[src/rtl/cmsdk_apb_mux_pkg.sv]
// cmsdk_apb_mux_pkg: shared FSM states, slot-index width and default-slave response for the APB slave mux.
package cmsdk_apb_mux_pkg;
   typedef enum logic [1:0] {IDLE, SETUP, ACCESS, ABORT} state_t;
   localparam int SLOT_W = 4;
   localparam int DEF_PRDATA = 0;
   localparam logic DEF_ERR = 1'b1;
endpackage

[src/rtl/cmsdk_apb_mux_wdt.sv]
// cmsdk_apb_mux_wdt: saturating ACCESS wait counter; expire flags the cycle the count reaches limit.
module cmsdk_apb_mux_wdt #(
   parameter int W = 8
) (
   input  logic         clk,
   input  logic         rst_n,
   input  logic         clr,
   input  logic         inc,
   input  logic [W-1:0] limit,
   output logic         expire
);
   logic [W-1:0] cnt;
   always_ff @(posedge clk or negedge rst_n)
      if (!rst_n) cnt <= '0;
      else if (clr) cnt <= '0;
      else if (inc && cnt != '1) cnt <= cnt + 1'b1;
   assign expire = cnt == limit;
endmodule

[src/rtl/cmsdk_apb_slave_mux_tmo.sv]
// cmsdk_apb_slave_mux_tmo: APB3 slave mux with slot decode, default error slave and optional
// per-transfer timeout (enabled by defining CMSDK_APB_MUX_TIMEOUT_EN).
module cmsdk_apb_slave_mux_tmo
   import cmsdk_apb_mux_pkg::*;
#(
   parameter int          NUM_SLAVES     = 6,
   parameter logic [15:0] PORT_EN        = 16'h003F,
   parameter int          ADDRWIDTH      = 16,
   parameter int          DEC_LSB        = 12,
   parameter int          DATAW          = 32,
   parameter int          TIMEOUT_CYCLES = 256
) (
   input  logic                        PCLK,
   input  logic                        PRESETn,
   input  logic                        PSEL,
   input  logic                        PENABLE,
   input  logic [ADDRWIDTH-1:0]        PADDR,
   output logic [NUM_SLAVES-1:0]       PSELS,
   input  logic [NUM_SLAVES-1:0]       PREADYS,
   input  logic [NUM_SLAVES*DATAW-1:0] PRDATAS,
   input  logic [NUM_SLAVES-1:0]       PSLVERRS,
   output logic                        PREADY,
   output logic [DATAW-1:0]            PRDATA,
   output logic                        PSLVERR,
   output logic                        TMO_EVT
);
   state_t st_q, phase, cur, nxt;
   logic [SLOT_W-1:0] dec, sel_q;
   logic hit, hit_q, expire, rdy_sel, err_sel, acc_hit;
   logic [15:0] rdy_all, err_all;
   logic [DATAW-1:0] rdata [16];
   assign dec = PADDR[DEC_LSB +: SLOT_W];
   assign hit = ({1'b0, dec} < 5'(NUM_SLAVES)) && PORT_EN[dec];
   assign rdy_all = 16'(PREADYS);
   assign err_all = 16'(PSLVERRS);
   assign rdy_sel = rdy_all[sel_q];
   assign err_sel = err_all[sel_q];
   for (genvar g = 0; g < 16; g++) begin : g_rd
      if (g < NUM_SLAVES) begin : g_on
         assign rdata[g] = PRDATAS[g*DATAW +: DATAW];
      end else begin : g_off
         assign rdata[g] = '0;
      end
   end
   // Bus phase tracks the bridge directly so mapped slaves see no added latency; only ABORT is sticky.
   always_comb begin
      phase = !PSEL ? IDLE : !PENABLE ? SETUP : ACCESS;
      cur   = (st_q == ABORT && PSEL) ? ABORT : phase;
      nxt   = (cur == ACCESS && hit_q && !rdy_sel && expire) ? ABORT : cur == ABORT ? IDLE : cur;
   end
   always_ff @(posedge PCLK or negedge PRESETn)
      if (!PRESETn) begin
         st_q  <= IDLE;
         sel_q <= '0;
         hit_q <= 1'b0;
      end else begin
         st_q <= nxt;
         if (cur == SETUP) begin
            sel_q <= dec;
            hit_q <= hit;
         end
      end
   for (genvar s = 0; s < NUM_SLAVES; s++) begin : g_sel
      assign PSELS[s] = PSEL && (cur == SETUP ? (dec == SLOT_W'(s) && hit)
                                              : (cur == ACCESS && sel_q == SLOT_W'(s) && hit_q));
   end
   assign acc_hit = cur == ACCESS && hit_q;
   assign PREADY  = acc_hit ? rdy_sel : 1'b1;
   assign PRDATA  = acc_hit ? rdata[sel_q] : DATAW'(DEF_PRDATA);
   assign PSLVERR = acc_hit ? err_sel && rdy_sel : (cur == ACCESS || cur == ABORT) ? DEF_ERR : 1'b0;
`ifdef CMSDK_APB_MUX_TIMEOUT_EN
   localparam int TW = $clog2(TIMEOUT_CYCLES);
   logic tmo_q;
   cmsdk_apb_mux_wdt #(.W(TW)) u_wdt (
      .clk    (PCLK),
      .rst_n  (PRESETn),
      .clr    (cur != ACCESS),
      .inc    (acc_hit && !rdy_sel),
      .limit  (TW'(TIMEOUT_CYCLES - 1)),
      .expire (expire)
   );
   always_ff @(posedge PCLK or negedge PRESETn)
      if (!PRESETn) tmo_q <= 1'b0;
      else tmo_q <= nxt == ABORT;
   assign TMO_EVT = tmo_q;
`else
   assign expire  = 1'b0;
   assign TMO_EVT = 1'b0;
`endif
endmodule

[config.mk]
export PLATFORM = sky130hd
export DESIGN_NAME = cmsdk_apb_slave_mux_tmo
export DESIGN_NICKNAME = d
export VERILOG_FILES = /design/src/rtl/cmsdk_apb_mux_pkg.sv /design/src/rtl/cmsdk_apb_mux_wdt.sv /design/src/rtl/cmsdk_apb_slave_mux_tmo.sv
export SDC_FILE = /design/constraint.sdc
export NUM_CORES = 1
export LEC_CHECK = 0
export BUFFER_PORTS_ARGS = -buffer_cell sky130_fd_sc_hd__buf_2
export CAP_MARGIN = 20
export CORE_AREA = 2 2 104 106
export DETAILED_ROUTE_END_ITERATION = 12
export DIE_AREA = 0 0 106 108
export PLACE_DENSITY_LB_ADDON = 0.08
export REMOVE_ABC_BUFFERS = 1
export SYNTH_ARGS = -nofsm -noshare
export SYNTH_HDL_FRONTEND = slang
export SYNTH_SLANG_ARGS = --single-unit
[constraint.sdc]
create_clock -name PCLK -period 1.85 [get_ports PCLK]
set_input_delay 0.0925 -clock PCLK [delete_from_list [all_inputs] [get_ports PCLK]]
set_output_delay 0.0925 -clock PCLK [all_outputs]
set_load 0.005 [all_outputs]
==> results of run 1 <==
-- cell usage after synthesis (all sizes together) --
cell     n  area share
mux4    32        0.38
nor2    23       0.047
a222oi  19        0.10
a22o    15       0.070
a21o    13       0.052
clkbuf  11       0.022
buf     10       0.036
dfrtp    7       0.093
nand2    5       0.010
inv      4      0.0080
mux2i    4       0.021
a21oi    3      0.0080
mux2     3       0.018
nand3b   3       0.012
o21ai    3      0.0080
o22ai    3       0.010
nand3    2      0.0053
nor2b    2      0.0067
nor4     2       0.015
or3      2      0.0067
a21bo    1      0.0053
a21boi   1      0.0040
a31o     1      0.0047
a31oi    1      0.0033
a32o     1      0.0053
and4     1      0.0047
and4bb   1      0.0067
conb     1      0.0020
nor4b    1      0.0080
o21bai   1      0.0040
o31ai    1      0.0040
o41ai    1      0.0047
or2      1      0.0033
or3b     1      0.0047
-- layout make-up --
cell class	instances	area, µm²
fillers	1070	6641
multi-input cells	148	1623
repair buffers	277	1558
flip-flops and latches	7	178.9
well taps	136	170.2
clock buffers	4	45.04
inverters	4	15.01
-- stage by stage --
stage	utilization	total power (µW)	cells
2_1_floorplan	-	744.7	159
3_3_place_gp	0.3311	1217	562
3_5_place_dp	0.3311	1224	562
4_1_cts	0.3408	1472	570
5_1_grt	0.3509	1599	576
6_report	0.3509	1483	576
-- power breakdown --
group	internal (µW)	switching (µW)	total (µW)
Clock	149	63.2	212
Sequential	175	27.0	202
Combinational	634	435	1070
Total	958	525	1480
-- cell families (layout without fill, tap and decap cells) --
| kind of cell | count (synthesis) | count (layout) | synth area share |
|---|---|---|---|
| other | 1 | 1 | 0.001999 |
| multiplexers | 39 | 39 | 0.4236 |
| buffers and inverters | 25 | 285 | 0.06604 |
| AND/OR/NAND/NOR | 44 | 44 | 0.1301 |
| AO/OA/AOI/OAI | 64 | 64 | 0.2849 |
| flip-flops | 7 | 7 | 0.09340 |
-- timing repair --
item,in CTS,in global routing
gates resized for setup,8,9
hold buffers,1,0
setup buffers,3,5
hold endpoints to repair,7,0
setup endpoints to repair,37,37
cloned,0,1
pin swaps,1,5
-- registers in the layout (all words and copies together) (netlist names) --
signal / cells
sel_q: 4
st_q: 2
hit_q: 1
-- tightest hold or removal path, delay by kind of cell --
family / cells / cell delay (ps)
compound gates: 1 / 70
buf+inv: 1 / 120
simple gates: 1 / 50
-- worst min path at each step --
stage | from | end | slack (ps) | cells past startpoint
6_report | PADDR[13] | sel_q[1]$_DFFE_PN0P_ | 150 | 3
4_1_cts | PADDR[13] | sel_q[1]$_DFFE_PN0P_ | 150 | 3
3_5_place_dp | PRESETn | st_q[0]$_DFF_PN0_ | -60 | 1
3_3_place_gp | PRESETn | st_q[0]$_DFF_PN0_ | -60 | 1
2_1_floorplan | PRESETn | hit_q$_DFFE_PN0P_ | -200 | 0
5_1_grt | PADDR[13] | sel_q[1]$_DFFE_PN0P_ | 190 | 3
-- per-layer routing --
metal / track usage / up-vias / wire (µm) / share of wire
li1: - / 1302 / - / -
met1: 0.1580 / 1335 / 3484 / 0.35
met2: 0.3309 / 196 / 5410 / 0.54
met3: 0.03315 / 11 / 1058 / 0.11
met4: 0.03759 / 0 / 121 / 0.012
met5: 0 / - / 0 / 0
==> results.md, run 1 <==
* Outcome: finished, violations left
* Failing checks: negative setup slack
* RSZ-0062 raised after global routing: true
* Netlist cell types at 38
* Worst Hold Class: primary input to flop
* Antenna diodes at 0
* TritonCTS clock tree: built
* Final Hold Vio Count at 0
* Layout Nets at between 600 and 700
* Initial Util at 0.1833
* Total gr overflow at 0
* Io pins at 265
* Die Wd at ~110 µm
* Syn_area_per_cell at ~10 µm²
* GRT Total Usage at 0.1586
* Final setup vio count at 35
* Routed len/inst at 17.49 µm
* Pre-CTS WS at -82.69 ps
* Routability congestion estimate at between 0.7 and 0.8
* Pwr Density at approximately 410 nW/µm²
* Min Tclk post-route at 2015 ps
* Largest net degree at the start of global routing at 23
* Drt drc at 0
* Seq/Total Area, Yosys at 0.09340
* Worst Path Buf+Inv at 2
* R2R cell count at 3
* Skew final at 0.1466 ps
* First-pass detailed-route iteration total at 7
* CP cell instances: buf_12 -> mux4_2 -> a222oi_1 -> nor2_1 -> buf_2
* Reg-to-Reg Start: st_q[0]$_DFF_PN0_
* Mapped Area at 1876 µm²
* Core Area at 10230 µm²
* CP top delay family: multiplexers
* Area delta synth->final at 91.39%
* # rows at 37
* Share of post-route cells with drive strength above 1 at 0.7455
* Worst ir drop on vdd at 180.8 µV
* Maximum clock frequency at between 400 and 500 MHz
* Yosys warnings at 0
* CTS H-tree lvls at 1
* CP max stage cell: mux4_2
* Maxcap violations at 0
* Root Driver: clkbuf_8
* R2r setup slk at 320 ps
* Gate Count Post-Synth at 180
* Final setup TNS at -3454 ps
* Via/cell ratio at 4.938
* Fin Hold WS at 147.0 ps
* Port Buffer Count at between 200 and 300
* Final Cell Area at 3590 µm²
* Yosys reg bits at 7
* Commonest non-fill, non-tap cell in the layout: buf_2
* Final period utilization at 1.089
* Crit end category: output pin
* Setup CP Type: flop to output pin
* Slew Viols, Final at 0
* Most frequent cells in the layout: buf_2, mux4_2, nor2_1
* Routed wire length at between 10000 and 15000 µm
* First-pass GRT wire length at around 14000 µm
* Final worst setup slack at -165.3 ps
* Cell Area, Placed at 3387 µm²
* Max incr delay on CP at 510 ps
* Critical Path RT at 1760 ps
* CTS Buf Count at 3
* Antenna-violating nets left at 0
* Die footprint at 11450 µm²
* Post-DP HPWL at 8179 µm
* Clk buf depth at 2
* CTS Sinks at 7
* Number of global-route vias before repair at ~3000
* Setup crit end: PRDATA[26]
* Die height at 108 µm
* Antenna violations before repair at 0
* Element type at the critical path start: flop
* Clock Latency Late Sink at between 200 and 250 ps
* Crit path max fanout at 17
* Initial DRC Count at between 150 and 200
* P_leak at 0.001901 µW
* Reg clk slew, reported paths at 40 ps
* CP startpoint: sel_q[0]$_DFFE_PN0P_
* DR vias at ~2800
* Reg-to-reg endpoint: sel_q[0]$_DFFE_PN0P_
* CP arrival at 1920 ps
* Number of cells on the critical path at 5
(Power assumes the default switching activity.)
==> run 2, diff against run 1 <==
- CORE_AREA: 2 2 104 106 -> 2 2 102 104
- DIE_AREA: 0 0 106 108 -> 0 0 104 106
==> results.md, run 2 (synthesis results as in run 1) <==
* Total gr overflow at 0 (unchanged)
* Clock Latency Late Sink at 220 ps (was 230 ps)
* Clk buf depth at 2 (unchanged)
* Routability congestion estimate at 0.7903 (was 0.7816)
* # rows at 37 (unchanged)
* Element type at the critical path start: flop (unchanged)
* Final Cell Area at 3706 µm² (was 3590 µm²)
* CTS Buf Count at 3 (unchanged)
* Max incr delay on CP at 480 ps (was 510 ps)
* Root Driver: clkbuf_8 (unchanged)
* Crit end category: output pin (unchanged)
* Maxcap violations at 0 (unchanged)
* Layout Nets at 668 (was 665)
* TritonCTS clock tree: built (unchanged)
* Grt met3 use at 0.03311 (was 0.03315)
* Pwr Density at 420.8 nW/µm² (was 413.2 nW/µm²)
* Commonest non-fill, non-tap cell in the layout: buf_2 (unchanged)
* R2r setup slk at 390 ps (was 320 ps)
* Post-DP HPWL at 8394 µm (was 8179 µm)
* Largest net degree at the start of global routing at 22 (was 23)
* Final setup TNS at -3150 ps (was -3454 ps)
* CP max stage cell: mux4_2 (unchanged)
* Failing checks: negative setup slack (unchanged)
* Top Registers: sel_q x4, st_q x2, hit_q x1 (unchanged)
* CP cell instances: buf_12 -> buf_12 -> mux4_2 -> a222oi_1 -> nor2_1 -> buf_2 (was buf_12 -> mux4_2 -> a222oi_1 -> nor2_1 -> buf_2)
* Maximum clock frequency at 502.9 MHz (was 496.2 MHz)
* Number of global-route vias before repair at 2922 (was 3003)
* RSZ-0062 raised after global routing: true (unchanged)
* Layer with the highest usage: met2 (unchanged)
* Antenna violations before repair at 2 (was 0)
* Reg-to-Reg Start: st_q[0]$_DFF_PN0_ (unchanged)
* Min Tclk post-route at 1988 ps (was 2015 ps)
* Most frequent cells in the layout: buf_2, mux4_2, nor2_1 (unchanged)
* Worst Hold Class: primary input to flop (unchanged)
* Crit path max fanout at 5 (was 17)
* Number of flip-flops in the largest register at 4 (unchanged)
* GRT Total Usage at 0.1763 (was 0.1586)
* Initial Util at 0.1876 (was 0.1833)
* Io pins at 265 (unchanged)
* Final Hold Vio Count at 0 (unchanged)
* Slew Viols, Final at 0 (unchanged)
* Global Route met2 Usage at 0.3487 (was 0.3309)
* First-pass GRT wire length at 15340 µm (was 14460 µm)
* Routed len/inst at 18.04 µm (was 17.49 µm)
* Setup CP Type: flop to output pin (unchanged)
* DR vias at 2879 (was 2844)
* Largest Register: sel_q (unchanged)
* Core Area at 10000 µm² (was 10230 µm²)
* CP arrival at 1900 ps (was 1920 ps)
* Critical Path RT at 1760 ps (about the same)
* CTS H-tree lvls at 1 (unchanged)
* Reg clk slew, reported paths at 40 ps (about the same)
* Skew final at 1.408 ps (was 0.1466 ps)
* P_leak at 0.001945 µW (was 0.001901 µW)
* Worst ir drop on vdd at 229.9 µV (was 180.8 µV)
* Drt drc at 0 (unchanged)
* Area delta synth->final at 97.60% (was 91.39%)
* CP startpoint: sel_q[0]$_DFFE_PN0P_ (unchanged)
* First-pass detailed-route iteration total at 9 (was 7)
* Final core utilization at 0.3706 (was 0.3509)
* Final setup vio count at 35 (unchanged)
* Share of post-route cells with drive strength above 1 at 0.7562 (was 0.7455)
* Final period utilization at 1.075 (was 1.089)
* Routed wire length at 10480 µm (was 10070 µm)
* Final worst setup slack at -138.4 ps (was -165.3 ps)
* Die footprint at 11020 µm² (was 11450 µm²)
* HP Start: PADDR[13] (unchanged)
* Port Buffer Count at 251 (unchanged)
* CP dominant cell by count: buf_12
* CTS Sinks at 7 (unchanged)
* Die height at 106 µm (was 108 µm)
* Outcome: finished, violations left (unchanged)
* Initial DRC Count at 233 (was 189)
* Antenna-violating nets left at 0 (unchanged)
* Via/cell ratio at 4.955 (was 4.938)
* Cell Area, Placed at 3395 µm² (was 3387 µm²)
* Die Wd at 104 µm (was 106 µm)
* Met1 usage at 0.1957 (was 0.1580)
==> run 2: cell count changes in the layout (fill, tap and decap cells not counted), sizes merged <==
cell,previous run,this run
clkbuf,5,4
diode,0,2
buf,275,279
==> run 2: where the power goes <==
part           internal (µW)  total, µW  switching (µW)  leakage, µW
clock                    149        209            60.4    0.0000228
combinational            700       1150             449      0.00184
sequential               175        201            25.9    0.0000828
total                   1020       1560             536      0.00195
==> run 2: repair_timing <==
item                       CTS  global route
resized for setup           23             5
setup endpoints to repair   38            38
hold buffers                 1             0
hold endpoints to repair     7             0
cloned                       3             0
setup buffers                9             0
pin swaps                    9             3
==> run 2: final timing paths <==
kind / endpoint / cells past startpoint
setup / recovery: PRDATA[17] / 6
setup reg to reg: sel_q[0]$_DFFE_PN0P_ / 3
hold reg to reg: st_q[1]$_DFF_PN0_ / 2
hold / removal: sel_q[1]$_DFFE_PN0P_ / 3
max in group asynchronous: sel_q[1]$_DFFE_PN0P_ / 2
min in group asynchronous: st_q[1]$_DFF_PN0_ / 2
==> run 2: critical path, delay by kind of cell, from the launching register on <==
kind | cells | cell delay, ps
buffers and inverters | 3 | 390
muxes | 1 | 480
AOI/OAI and AO/OA | 1 | 250
and+or+nand+nor | 1 | 120
DFF | 1 | 430
==> run 2: layout make-up <==
class,count,area (µm²)
Inverter,4,15.01
Tap cell,136,170.2
Sequential cell,7,178.9
Antenna cell,2,5.005
Multi-Input combinational cell,148,1649
Timing Repair Buffer,280,1643
Clock buffer,4,45.04
Fill cell,1079,6294
==> run 2: metrics by stage <==
stage          setup WS (ps)  std cells  total power (µW)  hold slack [ps]
5_1_grt               -232.5        581              1671            185.2
2_1_floorplan          -1288        159             744.7           -203.1
6_report              -138.4        581              1560            171.6
4_1_cts               -166.1        580              1583            173.9
3_5_place_dp          -47.52        563              1224           -63.70
3_3_place_gp          -2.525        563              1219           -65.04
==> run 2: layer usage <==
metal | vias to the layer above | routed length (µm) | share of wire
li1 | 1314 | - | -
met1 | 1355 | 3869 | 0.37
met2 | 202 | 5515 | 0.53
met3 | 8 | 992 | 0.095
met4 | 0 | 105 | 0.010
met5 | - | 0 | 0
